--- src/rtl/channel_arbiter.sv ---
// Packet-level round-robin arbiter: grants one byte-stream requester per YAPP
// packet and forwards header, payload and parity onto a single channel.
module channel_arbiter #(
  parameter int NUM_REQ = 3,
  parameter int IDX_W   = (NUM_REQ > 1) ? $clog2(NUM_REQ) : 1
) (
  input  logic                 clk,
  input  logic                 rst_n,
  input  logic [NUM_REQ-1:0]   req_vld_i,
  input  logic [8*NUM_REQ-1:0] req_data_i,
  output logic [NUM_REQ-1:0]   req_ack_o,
  input  logic                 suspend_i,
  output logic                 data_vld_o,
  output logic [7:0]           data_o,
  output logic [IDX_W-1:0]     grant_idx_o,
  output logic                 busy_o,
  output logic                 pkt_done_o
);

  typedef enum logic {ST_IDLE, ST_XFER} state_e;

  state_e           state_q, state_d;
  logic [IDX_W-1:0] grant_q, grant_d;
  logic [IDX_W-1:0] last_grant_q, last_grant_d;
  logic [6:0]       remaining_q, remaining_d;
  logic             first_byte_q, first_byte_d;
  logic [7:0]       data_q, data_d;
  logic             data_vld_q, data_vld_d;
  logic             pkt_done_q, pkt_done_d;

  logic [7:0]       req_bytes [NUM_REQ];
  logic [7:0]       owner_byte;
  logic             owner_vld;
  logic             pick_found;
  logic [IDX_W-1:0] pick_idx;
  logic [IDX_W-1:0] cand_idx;
  int               cand_int;

  for (genvar g = 0; g < NUM_REQ; g++) begin : g_unpack
    assign req_bytes[g] = req_data_i[8*g +: 8];
  end

  assign owner_byte = req_bytes[grant_q];
  assign owner_vld  = req_vld_i[grant_q];

  // Search upward from the requester after the last owner, wrapping around.
  always_comb begin
    pick_found = 1'b0;
    pick_idx   = '0;
    cand_int   = 0;
    cand_idx   = '0;
    for (int off = 1; off <= NUM_REQ; off++) begin
      cand_int = int'(last_grant_q) + off;
      if (cand_int >= NUM_REQ) cand_int = cand_int - NUM_REQ;
      cand_idx = IDX_W'(cand_int);
      if (!pick_found && req_vld_i[cand_idx]) begin
        pick_found = 1'b1;
        pick_idx   = cand_idx;
      end
    end
  end

  // NOTE: every signal driven here gets a default first, so no path can
  // leave one unassigned and infer a latch.
  always_comb begin
    state_d      = state_q;
    grant_d      = grant_q;
    last_grant_d = last_grant_q;
    remaining_d  = remaining_q;
    first_byte_d = first_byte_q;
    data_d       = data_q;
    data_vld_d   = 1'b0;
    pkt_done_d   = 1'b0;
    req_ack_o    = '0;
    unique case (state_q)
      ST_IDLE: begin
        if (!suspend_i && pick_found) begin
          state_d      = ST_XFER;
          grant_d      = pick_idx;
          first_byte_d = 1'b1;
        end
      end
      ST_XFER: begin
        if (owner_vld && !suspend_i) begin
          req_ack_o[grant_q] = 1'b1;
          data_d             = owner_byte;
          data_vld_d         = 1'b1;
          if (first_byte_q) begin
            // Header: payload length plus the trailing parity byte.
            remaining_d  = {1'b0, owner_byte[7:2]} + 7'd1;
            first_byte_d = 1'b0;
          end else begin
            remaining_d = remaining_q - 7'd1;
            if (remaining_q == 7'd1) begin
              state_d      = ST_IDLE;
              last_grant_d = grant_q;
              pkt_done_d   = 1'b1;
            end
          end
        end
      end
      default: state_d = ST_IDLE;
    endcase
  end

  // NOTE: state registers use non-blocking assignments so every flop samples
  // the pre-edge values regardless of process ordering.
  always_ff @(posedge clk or negedge rst_n) begin
    if (!rst_n) begin
      state_q      <= ST_IDLE;
      grant_q      <= '0;
      last_grant_q <= IDX_W'(NUM_REQ - 1);
      remaining_q  <= '0;
      first_byte_q <= 1'b0;
      data_q       <= 8'h00;
      data_vld_q   <= 1'b0;
      pkt_done_q   <= 1'b0;
    end else begin
      state_q      <= state_d;
      grant_q      <= grant_d;
      last_grant_q <= last_grant_d;
      remaining_q  <= remaining_d;
      first_byte_q <= first_byte_d;
      data_q       <= data_d;
      data_vld_q   <= data_vld_d;
      pkt_done_q   <= pkt_done_d;
    end
  end

  assign data_vld_o  = data_vld_q;
  assign data_o      = data_q;
  assign grant_idx_o = grant_q;
  assign busy_o      = (state_q == ST_XFER);
  assign pkt_done_o  = pkt_done_q;

endmodule

--- config.mk ---
export PLATFORM = sky130hd
export DESIGN_NAME = channel_arbiter
export DESIGN_NICKNAME = d
export VERILOG_FILES = /design/src/rtl/channel_arbiter.sv
export SDC_FILE = /design/constraint.sdc
export NUM_CORES = 1
export LEC_CHECK = 0
export ABC_AREA = 1
export CORE_AREA = 3 3 61 63
export DETAILED_ROUTE_END_ITERATION = 10
export DIE_AREA = 0 0 64 66
export PLACE_DENSITY_LB_ADDON = 0.12
export SLEW_MARGIN = 20
export SYNTH_ARGS = -nofsm -noshare
export SYNTH_HDL_FRONTEND = slang
export SYNTH_SLANG_ARGS = --single-unit
--- constraint.sdc ---
create_clock -name clk -period 3.4 [get_ports clk]
set_clock_uncertainty 0.1 [all_clocks]
set_input_delay 0.68 -clock clk [delete_from_list [all_inputs] [get_ports clk]]
set_output_delay 0.68 -clock clk [all_outputs]
set_load 0.05 [all_outputs]
======== Word level (Yosys, flattened, before mapping) ========
Cells that the tools add are included.
operators by class
  bitwise gates (word level) .............. 3
  reduce and logical (&&, ||, !) cells .... 12
  multiplexer cells ....................... 39
  add/subtract/negate cells ............... 8
  equality and inequality tests ........... 3
  magnitude comparators ................... 9
operator list
  operator                                                     number
  two-way mux 1 bit                                            20
  binary-select mux 8 bit (select 2 bit)                       1
  two-way mux 8 bit                                            2
  less-than comparator 2 x 3 -> 1 bit (second input constant)  4
  two-way mux 2 bit                                            6
  >= comparator 3 x 2 -> 1 bit (second input constant)         3
  binary-select mux 1 bit (select 2 bit)                       4
  adder 6 x 1 -> 7 bit (second input constant)                 1
  == test 7 x 1 -> 1 bit (second input constant)               1
  two-way mux 7 bit                                            1
  subtractor 7 x 1 -> 7 bit (second input constant)            1
  adder 2 x 2 -> 3 bit (second input constant)                 2
  two-way mux 3 bit                                            2
  AND reduction 2 bit                                          3
  subtractor 2 bit (second input constant)                     3
  logical AND 1 bit                                            5
  case mux 1 bit (2 select lines)                              2
  AND reduction 4 bit                                          1
  adder 2 x 1 -> 3 bit (second input constant)                 1
  >= comparator 3 bit (second input constant)                  1
  logical NOT 1 bit                                            3
  inverter 2 -> 3 bit                                          1
  demux 1 bit (select 2 bit)                                   1
  >= comparator 2 x 1 -> 1 bit (second input constant)         1
  other kinds (3)                                              4
storage, ports and cells
  flip-flop bits (word level) ............. 23
  output and inout port bits .............. 16
  word-level logic and storage cells ...... 82

======== Depth between registers and ports, before layout ========
  word-level depth ........................ 15
  mapped depth ............................ 12
  gate-level depth less buffers ........... 12

======== Worst setup path before layout ========
OpenSTA, ideal clock, no wires.
  path kind ............................... register -> output
  from .................................... reg grant_q[1], in the netlist grant_idx_o[1]
  to ...................................... out req_ack_o[0]
  setup slack ............................. 0.037 ns
  stages on the path, launching flop included .. 10
  data required time ...................... 2.620 ns
  path buffers ............................ 1
  arrival time ............................ 2.583 ns
  cells stage by stage .................... dfrtp_1 -> inv_1 -> nor2_4 -> nand2_1 -> nand3_2 -> nand2_4 -> inv_1 -> nand2_2 -> buf_6 -> nor3_1
on the way
  longest elaborated chain between the ends .. 6
  elaborated cells between the ends (all ways) .. 10
  those cells by class .................... order compare (2); mux (6); reduce/logical (2)
ends and longest elaborated chain
  what                                                                                                              line  text
  start, declared                                                                                                   23    logic [IDX_W-1:0] grant_q, grant_d;
  start signal, assigned                                                                                            120   grant_q <= grant_d;
  less-than comparator 2 x 3 -> 1 bit (not written as such) / >= comparator 2 x 1 -> 1 bit (equally long branches)  85    req_ack_o[grant_q] = 1'b1;
  logical AND 1 bit (not written as such)                                                                           85
  two-way mux 1 bit (not written as such)                                                                           85
  demux 1 bit (select 2 bit)                                                                                        85
  two-way mux 3 bit *                                                                                               84    if (owner_vld && !suspend_i) begin
  two-way mux 3 bit *                                                                                               75    unique case (state_q)
  end, declared                                                                                                     11    output logic [NUM_REQ-1:0] req_ack_o,
Every way passes the cells marked *; elsewhere a longest branch is shown, timed or not. The select of a mux whose other input is x is not followed.

======== Worst setup path after layout ========
  from .................................... in req_vld_i[1]
  to ...................................... out req_ack_o[2]
on the way
  longest elaborated chain between the ends .. 5
ends and longest elaborated chain
  what                                     line  text
  start, declared                          9     input logic [NUM_REQ-1:0] req_vld_i,
  binary-select mux 1 bit (select 2 bit)   44    assign owner_vld = req_vld_i[grant_q];
  two-way mux 1 bit (not written as such)  44
  logical AND 1 bit                        84
  two-way mux 3 bit                        84
  two-way mux 3 bit                        75
No other way between the ends. The select of a mux whose other input is x is not followed.

==> results.toml <==
[outcome]
outcome = "complete, no violations"

[global_routing]
grt_start_max_net_pins = 24
antenna_found_initial = 0
grt_pass1_vias = 1585
overflow = 0
grt_usage = 0.214
grt_first_pass_wirelength_mm = 7.07

[timing]
hold_viol_final = 0
max-slew-margin-rel = 0.666
final-setup-viol-count = 0
max_freq_mhz = 329
finalCriticalPeriod_ps = 3040
setup_tns_ps = 0
rsz0062_at_grt = "false"
maxSlewViolCount = 0
period_share = 0.895
worst_pin_slew_ps = 499

[min_path]
worstHoldPathType = "flip-flop to flip-flop"
hold_end = "data_o[7]$_DFFE_PN0P_"
hold_depth = 2
hold_start = "data_o[7]$_DFFE_PN0P_"

[die]
io_pins = 46
dieArea_mm2 = 0.00422
die_w_um = 64
die_h_um = 66
core_mm2 = 0.00328
start_util = 0.494
num_rows = 21

[pwr]
ir_drop_mv = 0.378
powerDensity_mw_per_mm2 = 847
finalPower_mw = 1.82
p_leak_nw = 1.02
p_comb_frac = 0.668
p_sw_frac = 0.536
pwr-share-clk = 0.075
p_int_mw = 0.846
seqPwrFrac = 0.257
switchingPower_mw = 0.978

[placement]
dpl.hpwl_mm = 3.10
gp_congestion = 0.928
port_buffers = 45

[finish]
seqCellArea_um2 = 577
fill_cells = 297
multi_input_comb_area_um2 = 892
drive_gt1_frac = 0.100
antenna_cells = 0
area.growth.synth_to_final_pct = 32.9
final_net_count = 307

[clock_network]
clk_latency_ps = 320
cts_buffers = 3
hold_buffers = 0
cts_setup_buffers = 0
clock-sinks = 23
cts_root_buf = "clkbuf_4"
cts_tree = "built"
clock_path_buffers = 2
clk_pin_slew_worst_paths_ps = 140
cts_resized = 0
h-tree-depth = 1

[worst_setup_path]
path_buf_inv = 3
worst-path-stages = 8
reg2reg_depth = 11
path_class = "input pin to output port"
worstPathArrival_ps = 2260
critical-path-max-stage-delay_ps = 560
cp-start-kind = "input pin"
crit_path_top_delay_cell = "clkdlybuf4s50_1"
reg2reg_from = "last_grant_q[1]$_DFFE_PN1P_"
end_kind = "output port"
rrSetupSlack_ps = 1250
crit_chain = "clkdlybuf4s50_1 > nand2_1 > nand3_2 > nand2_4 > inv_1 > nand2_2 > nor3_1 > buf_12"
cp.required_ps = 2620
worstReg2RegEnd = "grant_idx_o[1]$_DFFE_PN0P_"
cpLargestDelayFamily = "buffers and inverters"
cp_max_fo = 15

[routing]
vias_per_cell = 5.14
highest_layer = "met4"
antenna_left = 0
route.detailed.drc = 0
met2WireLength_mm = 1.79
num_vias = 1625
met1_length_mm = 1.94
route.met3.wl_um = 331
dr.first_iter.drc_count = 113
routed_wl_mm = 4.12
wire_per_inst_um = 13.0
first_pass_iters = 4

[yosys]
synth.cell_area_mm2 = 0.00162
syn-num-nets = 260
avgSynthCellArea_um2 = 7.24
yosysWarnings = 0
synthTopCellsByArea = "dfrtp_1, nand2_1, nand3_1"
syn_inst = 224
ys_seq_elements = 23
yosysTopAreaCell = "dfrtp_1"
synth.distinct_cells = 31
netlist.area_leader.share = 0.340
seq_area_frac_synth = 0.356

[flow_run]
cap_violations = 0
[sequential cells by signal, indices dropped and copies added, names as in the netlist]
register      cells
busy_o            1
data_o            8
data_vld_o        1
first_byte_q      1
grant_idx_o       2
last_grant_q      2
pkt_done_o        1
remaining_q       7
[kinds of logic after synthesis]
kind of cell,share of synthesized area
simple gates,0.385
compound gates,0.113
buf+inv,0.0941
flops,0.356
fa+ha+maj,0.0463
xor+xnor,0.00540
[routing by layer]
metal,GRT usage,vias to the layer above
li1,-,822
met1,0.282,737
met2,0.352,59
met3,0.0374,7
met4,0.0728,0
met5,0,-
[cells in the mapped netlist]
master,count
nand2_1,73
nand3_1,27
inv_1,24
dfrtp_1,22
o21ai_0,13
nor2_1,8
ha_1,6
a21oi_1,5
nor3_1,5
buf_6,4
nand3_2,4
o21ai_1,4
nand4_1,3
nor2_4,3
buf_2,2
inv_2,2
nand2_2,2
o21a_1,2
o21bai_1,2
o22ai_1,2
a21oi_2,1
a31oi_1,1
and2_1,1
dfstp_2,1
nand2_4,1
nand3b_1,1
nor2_8,1
nor3_2,1
o211ai_1,1
o21ai_2,1
xor2_1,1
[area by class of cell]
type | instances | share of cell area
tap | 46 | 0.0267
clock buffer | 3 | 0.0105
inverter | 26 | 0.0453
timing repair buffer | 48 | 0.233
clock inverter | 1 | 0.00232
sequential | 23 | 0.268
multi-input combinational | 169 | 0.414
[stage by stage]
stage | cell area (um^2) | instances | hold slack [ps] | setup WS [ps] | util
2_1_floorplan | 1620 | 224 | 284 | 37.5 | -
3_3_place_gp | 2130 | 312 | 357 | 409 | 0.648
3_5_place_dp | 2130 | 312 | 359 | 367 | 0.648
4_1_cts | 2150 | 316 | 393 | 347 | 0.656
5_1_grt | 2150 | 316 | 410 | 227 | 0.656
6_report | 2150 | 316 | 395 | 357 | 0.656
[worst max path at each step]
stage                                     from            to  slack [ps]
global route        grant_idx_o[1]$_DFFE_PN0P_  req_ack_o[1]         230
finish                            req_vld_i[1]  req_ack_o[2]         360
floorplan           grant_idx_o[1]$_DFFE_PN0P_  req_ack_o[0]          40
CTS                 grant_idx_o[1]$_DFFE_PN0P_  req_ack_o[1]         350
global placement                  req_vld_i[1]  req_ack_o[0]         410
detailed placement                req_vld_i[1]  req_ack_o[1]         370
[cells in the final DEF, fill, tap and decap left out, drive strengths merged, types with 2 or more instances in the layout]
master,instances
a21oi,6
buf,6
clkbuf,3
clkdlybuf4s50,42
dfrtp,22
ha,6
inv,26
nand2,76
nand3,31
nand4,3
nor2,12
nor3,6
o21a,2
o21ai,18
o21bai,2
o22ai,2
[worst register-to-register path, stage by stage (launching register included)]
cell and delay, ps:
dfstp_2 580, inv_1 60, ha_1 360, inv_2 120
nand2_1 70, and2_1 170, a21oi_2 180, nor2_1 80
nor2_1 80, nand2_1 120, nand2_1 90, nand2_1 50
[power by group through the flow]
stage	clock [mW]	sequential [mW]	combinational, mW
finish	0.137	0.469	1.22
global route	0.149	0.485	1.35
CTS	0.139	0.469	1.22
detailed placement	0	0.474	1.21
floorplan	0	0.681	0.673
global placement	0	0.471	1.20
Note: power is estimated with default switching activity, not from simulation.
